--- src/rtl/oclib_uart_rx.sv ---
// UART 8N1 receiver: line synchronizer, centre-sampling FSM and small
// output FIFO with valid/ready handshake and error pulses.
module oclib_uart_rx #(
    parameter int ClockHz    = 100_000_000,
    parameter int Baud       = 115200,
    parameter int SyncCycles = 2,
    parameter int FifoDepth  = 4
) (
    input  logic       clock,
    input  logic       reset,
    input  logic       rxIn,
    output logic [7:0] rxData,
    output logic       rxValid,
    input  logic       rxReady,
    output logic       errorFraming,
    output logic       errorOverflow,
    output logic       active
);

    localparam int CyclesPerBit = ClockHz / Baud;
    localparam int HalfBit      = CyclesPerBit / 2;
    localparam int CntW         = $clog2(CyclesPerBit);
    localparam int AddrW        = $clog2(FifoDepth);
    localparam int OccW         = AddrW + 1;

    localparam logic [CntW-1:0] LastCnt = CntW'(CyclesPerBit - 1);
    localparam logic [CntW-1:0] HalfCnt = CntW'(HalfBit - 1);
    localparam logic [OccW-1:0] FullCnt = OccW'(FifoDepth);

    if (CyclesPerBit < 4) begin : gBadBaud
        $error("oclib_uart_rx: CyclesPerBit must be >= 4");
    end
    if (SyncCycles < 2) begin : gBadSync
        $error("oclib_uart_rx: SyncCycles must be >= 2");
    end
    if (FifoDepth < 2 || (FifoDepth & (FifoDepth - 1)) != 0) begin : gBadFifo
        $error("oclib_uart_rx: FifoDepth must be a power of 2 and >= 2");
    end

    typedef enum logic [2:0] {
        Idle,
        Start,
        Data,
        Stop,
        Break
    } state_t;

    state_t state;
    state_t stateNext;

    logic [SyncCycles-1:0] syncReg;
    logic [SyncCycles-1:0] fresh;
    logic                  lineSync;
    logic                  armed;
    logic [CntW-1:0]       cnt;
    logic [2:0]            bitIdx;
    logic [7:0]            shiftReg;
    logic                  cntClear;
    logic                  bitShift;
    logic                  pushByte;
    logic                  frameErr;

    assign lineSync = syncReg[SyncCycles-1];

    // fresh marks when the sync chain holds only post-reset samples, so a
    // line held low across reset release is not mistaken for idle.
    always_ff @(posedge clock or posedge reset) begin
        if (reset) begin
            syncReg <= '1;
            fresh   <= '0;
            armed   <= 1'b0;
        end else begin
            syncReg <= {syncReg[SyncCycles-2:0], rxIn};
            fresh   <= {fresh[SyncCycles-2:0], 1'b1};
            armed   <= armed | (fresh[SyncCycles-1] & lineSync);
        end
    end

    always_ff @(posedge clock or posedge reset) begin
        if (reset) begin
            state <= Idle;
        end else begin
            state <= stateNext;
        end
    end

    always_comb begin
        stateNext = state;
        cntClear  = 1'b0;
        bitShift  = 1'b0;
        pushByte  = 1'b0;
        frameErr  = 1'b0;
        unique case (state)
            Idle: begin
                cntClear = 1'b1;
                if (armed && !lineSync) stateNext = Start;
            end
            Start: begin
                if (cnt == HalfCnt) begin
                    cntClear  = 1'b1;
                    stateNext = lineSync ? Idle : Data;
                end
            end
            Data: begin
                if (cnt == LastCnt) begin
                    cntClear = 1'b1;
                    bitShift = 1'b1;
                    if (bitIdx == 3'd7) stateNext = Stop;
                end
            end
            Stop: begin
                if (cnt == LastCnt) begin
                    cntClear = 1'b1;
                    if (lineSync) begin
                        pushByte  = 1'b1;
                        stateNext = Idle;
                    end else begin
                        frameErr  = 1'b1;
                        stateNext = Break;
                    end
                end
            end
            Break: begin
                if (lineSync) stateNext = Idle;
            end
            default: stateNext = Idle;
        endcase
    end

    always_ff @(posedge clock or posedge reset) begin
        if (reset) begin
            cnt          <= '0;
            bitIdx       <= '0;
            shiftReg     <= '0;
            errorFraming <= 1'b0;
            active       <= 1'b0;
        end else begin
            cnt          <= cntClear ? '0 : cnt + CntW'(1);
            errorFraming <= frameErr;
            active       <= (stateNext != Idle);
            if (state == Idle) begin
                bitIdx <= '0;
            end else if (bitShift) begin
                bitIdx   <= bitIdx + 3'd1;
                shiftReg <= {lineSync, shiftReg[7:1]};
            end
        end
    end

    logic [7:0]      mem [FifoDepth];
    logic [AddrW-1:0] wrPtr;
    logic [AddrW-1:0] rdPtr;
    logic [OccW-1:0]  count;
    logic [OccW-1:0]  countNext;
    logic             full;
    logic             pop;
    logic             doPush;

    assign full   = (count == FullCnt);
    assign pop    = rxValid & rxReady;
    assign doPush = pushByte & (!full | pop);
    assign rxData = mem[rdPtr];

    always_comb begin
        countNext = count;
        if (doPush && !pop) begin
            countNext = count + OccW'(1);
        end else if (!doPush && pop) begin
            countNext = count - OccW'(1);
        end
    end

    always_ff @(posedge clock or posedge reset) begin
        if (reset) begin
            for (int i = 0; i < FifoDepth; i++) begin
                mem[i] <= '0;
            end
            wrPtr         <= '0;
            rdPtr         <= '0;
            count         <= '0;
            rxValid       <= 1'b0;
            errorOverflow <= 1'b0;
        end else begin
            if (doPush) begin
                mem[wrPtr] <= shiftReg;
                wrPtr      <= wrPtr + AddrW'(1);
            end
            if (pop) rdPtr <= rdPtr + AddrW'(1);
            count         <= countNext;
            rxValid       <= (countNext != '0);
            errorOverflow <= pushByte & !doPush;
        end
    end

endmodule

--- config.mk ---
export PLATFORM = sky130hd
export DESIGN_NAME = oclib_uart_rx
export DESIGN_NICKNAME = d
export VERILOG_FILES = /design/src/rtl/oclib_uart_rx.sv
export SDC_FILE = /design/constraint.sdc
export NUM_CORES = 1
export LEC_CHECK = 0
export CAP_MARGIN = 20
export CORE_MARGIN = 2
export CORE_UTILIZATION = 55
export DETAILED_ROUTE_END_ITERATION = 7
export DONT_BUFFER_PORTS = 1
export PLACE_DENSITY = 0.7
export SYNTH_ARGS = -nofsm -noshare
export SYNTH_HDL_FRONTEND = slang
export SYNTH_SLANG_ARGS = --single-unit
--- constraint.sdc ---
create_clock -name clock -period 6.95 [get_ports clock]
set_input_delay 1.39 -clock clock [delete_from_list [all_inputs] [get_ports clock]]
set_output_delay 1.39 -clock clock [all_outputs]
set_load 0.02 [all_outputs]
; Word-level counts from Yosys, hierarchy flattened
; Index checks and enable logic that the tools add are counted.
[totals]
ff_bits = 72
latch_bits = 0
ramBits = 0
rom_bits = 0
input_bits = 4
output_inout_bits = 12
wordCells = 88
memories = 0
[op_classes]
add_sub_neg = 6
multipliers = 0
n_div = 0
n_lt_le_gt_ge = 3
eq_ne = 8
shifts = 0
n_mux = 30
bitwise_logic = 9
reduce_logical = 14
[op_table]
columns = operator, count
row1 = $mux 3, 11
row2 = $bwmux 32, 1
row3 = $mux 8, 3
row4 = $bmux 8 s2, 1
row5 = $demux 8 s2, 1
row6 = $pmux 3 s5, 1
row7 = $add 10x1->10 const B, 1
row8 = $eq 10x10->1 const B, 1
row9 = $eq 10x9->1 const B, 1
row10 = $mux 10, 1
row11 = $eq 3x3->1 const B, 3
row12 = $mux 1, 9
row13 = $add 3x1->3 const B, 2
row14 = $eq 3x2->1 const B, 2
row15 = $ge 3x3->1 const B, 2
row16 = $not 2->3, 2
row17 = $reduce_bool 3->1, 2
row18 = $add 2x1->2 const B, 2
row19 = $and 1x1->1, 4
row20 = $logic_and 1x1->1, 4
row21 = $logic_not 1->1, 4
row22 = $eq 3x1->1 const B, 1
row23 = $logic_not 3->1, 1
row24 = $lt 3x1->1 const B, 1
row25 = other kinds (8), 9

; Longest topological paths before layout
[depth]
word_depth = 9
ltp_mapped = 7
ltp_nobuf = 6

; Worst setup path before layout
; OpenSTA, ideal clock, no wires.
[synth_path]
path_kind = reg2out
start = register rdPtr[0]
end = output rxData[0]
arrival_ps = 1430
required_time_ps = 5560
path_slack_ps = 4130
stages_incl_launch_ff = 3
path_buffers = 1
cell_sequence = dfrtp_1 clkbuf_1 mux4_2
[synth_via]
elab_chain_len = 4
[synth_rtl]
columns = element, line_no
row1 = start: declaration, 152  ; logic [AddrW-1:0] rdPtr;
row2 = start signal: assignment, 188  ; if (pop) rdPtr <= rdPtr + AddrW'(1);
row3 = $not 2->3 (implied by the code), 162  ; assign rxData = mem[rdPtr];
row4 = $bmux 8 s2, 162
row5 = $mux 8 (implied by the code) (2 in a row), 162
row6 = end: declaration, 12  ; output logic [7:0] rxData,
; No other way between the ends. The select of a mux whose other input is x is not followed.

; Final worst setup path
[layout_path]
start = register rdPtr[0]
end = output rxData[7]
; The elaborated chain is that of the path after synthesis.

==> flow_summary.yaml <==
status:
  outcome: "finished clean"
global_route:
  antenna_found_initial: 0
  grt_pass1_wl_mm: 10.08
  track_usage_pct: 20.06
  grt_pass1_vias: 2017
  gr-total-overflow: 0
  grt_max_degree: 73
finish:
  drive_gt1_share_pct: 28.95
  syn_to_final_growth_pct: 7.001
  nets: 276
  n_antenna_cell: 0
  final_cells: 341
  finish.instance_area_um2: 3633
synth:
  netlist_instances: 258
  yosys-top-cells-area: "dfrtp_1 (52%), mux2_2 (14%), mux4_2 (6.0%), ha_1 (4.1%), xnor2_1 (2.3%)"
  syn-num-nets: 273
  synth_xor_area_share_pct: 3.353
  synth_compound_area_share_pct: 4.753
  muxShareOfSynthArea_pct: 20.78
  ys_seq_area_share_pct: 53.13
  synth-simple-area-share_pct: 11.50
  synthFlopType: "dfrtp_1"
  synth_top_area_share_pct: 51.58
  synth_warnings: 0
  synth.avg_cell_area_um2: 13.16
  netlist_area_um2: 3396
  synth_seq_cells: 72
  synthArstFlopShare_pct: 100.0
  synth_top_family_by_area: "multiplexers"
  synthAdderAreaFrac_pct: 4.053
  synthDistinctLibCells: 44
  synth_edf_count: 0
  yosysTopAreaCell: "dfrtp_1"
critical_path:
  rrSetupSlack_ps: 4430
  path_cells: "mux4_2"
  max_stage_delay_ps: 740
  endpoint: "rxData[7]"
  path_delay_family: "flip-flops"
  crit_required_ps: 5560
  r2r-start: "cnt[0]$_DFF_PP0_"
  crit_path_end_kind: "primary output"
  crit_path_start: "rdPtr[0]$_DFFE_PP0P_"
  critical_path_class: "flip-flop to primary output"
  r2r_end: "shiftReg[5]$_DFFE_PP0P_"
  path_depth: 1
  critPathSlowestCell: "dfrtp_1"
  path_max_fanout: 10
  critPathLaunchType: "flip-flop"
  crit_buf_inv: 0
  worstPathArrival_ps: 1750
  reg2reg_depth: 5
sta:
  rsz0062_at_grt: "no"
  tightest_slew_ps: 1052
  relSlewSlack_pct: 29.31
  fmax_mhz: 318.4
  final_hold_viol_count: 0
  setup_viol: 0
  skew_ps: 11.20
  fin_tns_setup_ps: 0
  fin_crit_ps: 3141
  fin_crit_sh_pct: 45.19
  drv_slew: 0
detailed_routing:
  via_per_inst: 5.889
  route.met2.wl_mm: 2.735
  wl_met3_um: 166
  dr.max_layer_used: "met4"
  via_count: 2008
  post_drt_wl_per_cell_um: 17.09
  met1Wirelength_mm: 2.836
  drc: 0
  first_pass_iters: 4
  first_iter_violations: 105
  finalWirelength_mm: 5.826
  drtAntennaViolNets: 0
cts:
  holdBufCountCts: 0
  ctsResizeCount: 0
  cts_sinks: 72
  tritoncts: "yes"
  htree_levels: 3
  clock-root-buffer: "clkbuf_8"
  clkLatencyLatePin_ps: 340
  clock_path_buffers: 2
  numCtsBuffers: 9
  clk_pin_slew_ps: 80
  post-cts-setup-buffers: 0
place:
  dpl_cell_area_um2: 3463
  placed_cells: 325
  place_congestion: 0.7955
  dp_hpwl_mm: 3.847
  port-buffer-count: 0
job:
  cap_violations: 0
power:
  finalPower_uw: 998.7
  powerDensity_nw_per_um2: 274.9
  peakVddDrop_mv: 0.1888
  leakagePower_nw: 1.670
floorplan:
  core.rowCount: 28
  fp.dieW_um: 82.58
  design.core.area_um2: 5956
  die_y_um: 82.58
  start_util_pct: 57.02
  die_area_um2: 6819
  ioPinCount: 16
worst_hold_path:
  hold_class: "flip-flop to flip-flop"
-- cell type report --
cell class / count / area [um^2]
Timing Repair Buffer: 1 / 7.507
Clock inverter: 7 / 46.29
Inverter: 12 / 45.04
Sequential cell: 72 / 1804
Multi-Input combinational cell: 165 / 1513
Clock buffer: 9 / 123.9
Tap cell: 75 / 93.84
Fill cell: 494 / 2322
-- cells by family (layout without fill, tap and decap cells) --
group	count (synthesis)	count (layout)
buf+inv	21	29
simple gates	64	64
fa+ha+maj	11	11
flops	72	72
other cells	1	1
xor+xnor	13	13
mux	54	54
compound gates	22	22
-- worst min path at each step --
| stage | from | endpoint | slack (ps) | cells past startpoint |
|---|---|---|---|---|
| 6_report | fresh[0]$_DFF_PP0_ | fresh[1]$_DFF_PP0_ | 350 | 0 |
| 5_1_grt | syncReg[0]$_DFF_PP1_ | syncReg[1]$_DFF_PP1_ | 370 | 0 |
| 4_1_cts | fresh[0]$_DFF_PP0_ | fresh[1]$_DFF_PP0_ | 350 | 0 |
| 3_5_place_dp | fresh[0]$_DFF_PP0_ | fresh[1]$_DFF_PP0_ | 330 | 0 |
| 3_3_place_gp | fresh[0]$_DFF_PP0_ | fresh[1]$_DFF_PP0_ | 330 | 0 |
| 2_1_floorplan | fresh[0]$_DFF_PP0_ | fresh[1]$_DFF_PP0_ | 330 | 0 |
-- stage by stage --
step	hold WS (ps)	setup WS [ps]	utilization [%]
finish	350.7	3809	61.01
global placement	331.5	4135	58.15
global route	366.2	3677	61.01
detailed placement	334.7	4141	58.15
CTS	352.2	3745	61.01
floorplan	331.2	3738	-
-- sequential cells by signal (all words and copies together) (netlist names) --
| register | count |
|---|---|
| errorOverflow | 1 |
| armed | 1 |
| syncReg | 2 |
| bitIdx | 3 |
| fresh | 2 |
| shiftReg | 8 |
| errorFraming | 1 |
| state | 3 |
| rdPtr | 2 |
| rxValid | 1 |
| mem | 32 |
| wrPtr | 2 |
| cnt | 10 |
| count | 3 |
| active | 1 |
-- cells in the mapped netlist (2+ instances only) --
| cell | instances |
|---|---|
| dfrtp_1 | 70 |
| mux2_2 | 42 |
| inv_1 | 12 |
| nor2_1 | 12 |
| ha_1 | 11 |
| mux4_2 | 9 |
| nor3_1 | 9 |
| xnor2_1 | 9 |
| clkbuf_1 | 8 |
| nand3_1 | 8 |
| nand2_1 | 7 |
| nand3_2 | 4 |
| o21ai_0 | 4 |
| xor2_1 | 4 |
| a31oi_1 | 3 |
| a41oi_1 | 3 |
| and3_1 | 3 |
| mux2i_1 | 3 |
| nand3b_1 | 3 |
| nand4_1 | 3 |
| a21oi_1 | 2 |
| and2_1 | 2 |
| and3b_1 | 2 |
| dfstp_2 | 2 |
| nand2b_1 | 2 |
| nand4b_1 | 2 |
| o31ai_1 | 2 |
-- worst reg2reg max path: stages, from the launching register on --
cell and delay (ps):
dfrtp_1 430, ha_1 280, and3b_1 240, nand3_1 180, nor4_2 840, mux2_2 430
-- report_power, final --
| group | leakage, nW | internal [mW] | switching (mW) |
|---|---|---|---|
| combinational | 0.638 | 0.0913 | 0.0856 |
| sequential | 0.950 | 0.457 | 0.0777 |
| clock | 0.0814 | 0.129 | 0.158 |
-- cells in the final DEF (no fill, tap or decap), types with 4 or more instances in the layout --
cell type	count
mux2_2	42
clkbuf_8	9
nand2_1	7
xnor2_1	9
nor3_1	9
ha_1	11
o21ai_0	4
nor2_1	12
xor2_1	4
nand3_2	4
inv_1	11
nand3_1	8
mux4_2	9
dfrtp_1	70
-- routing by layer --
layer / track usage, % / vias up
met2: 30.48 / 20
met4: 6.721 / 0
met3: 5.761 / 10
met5: 0 / -
met1: 27.83 / 1032
li1: - / 946
Note: power is estimated with default switching activity, not from simulation.
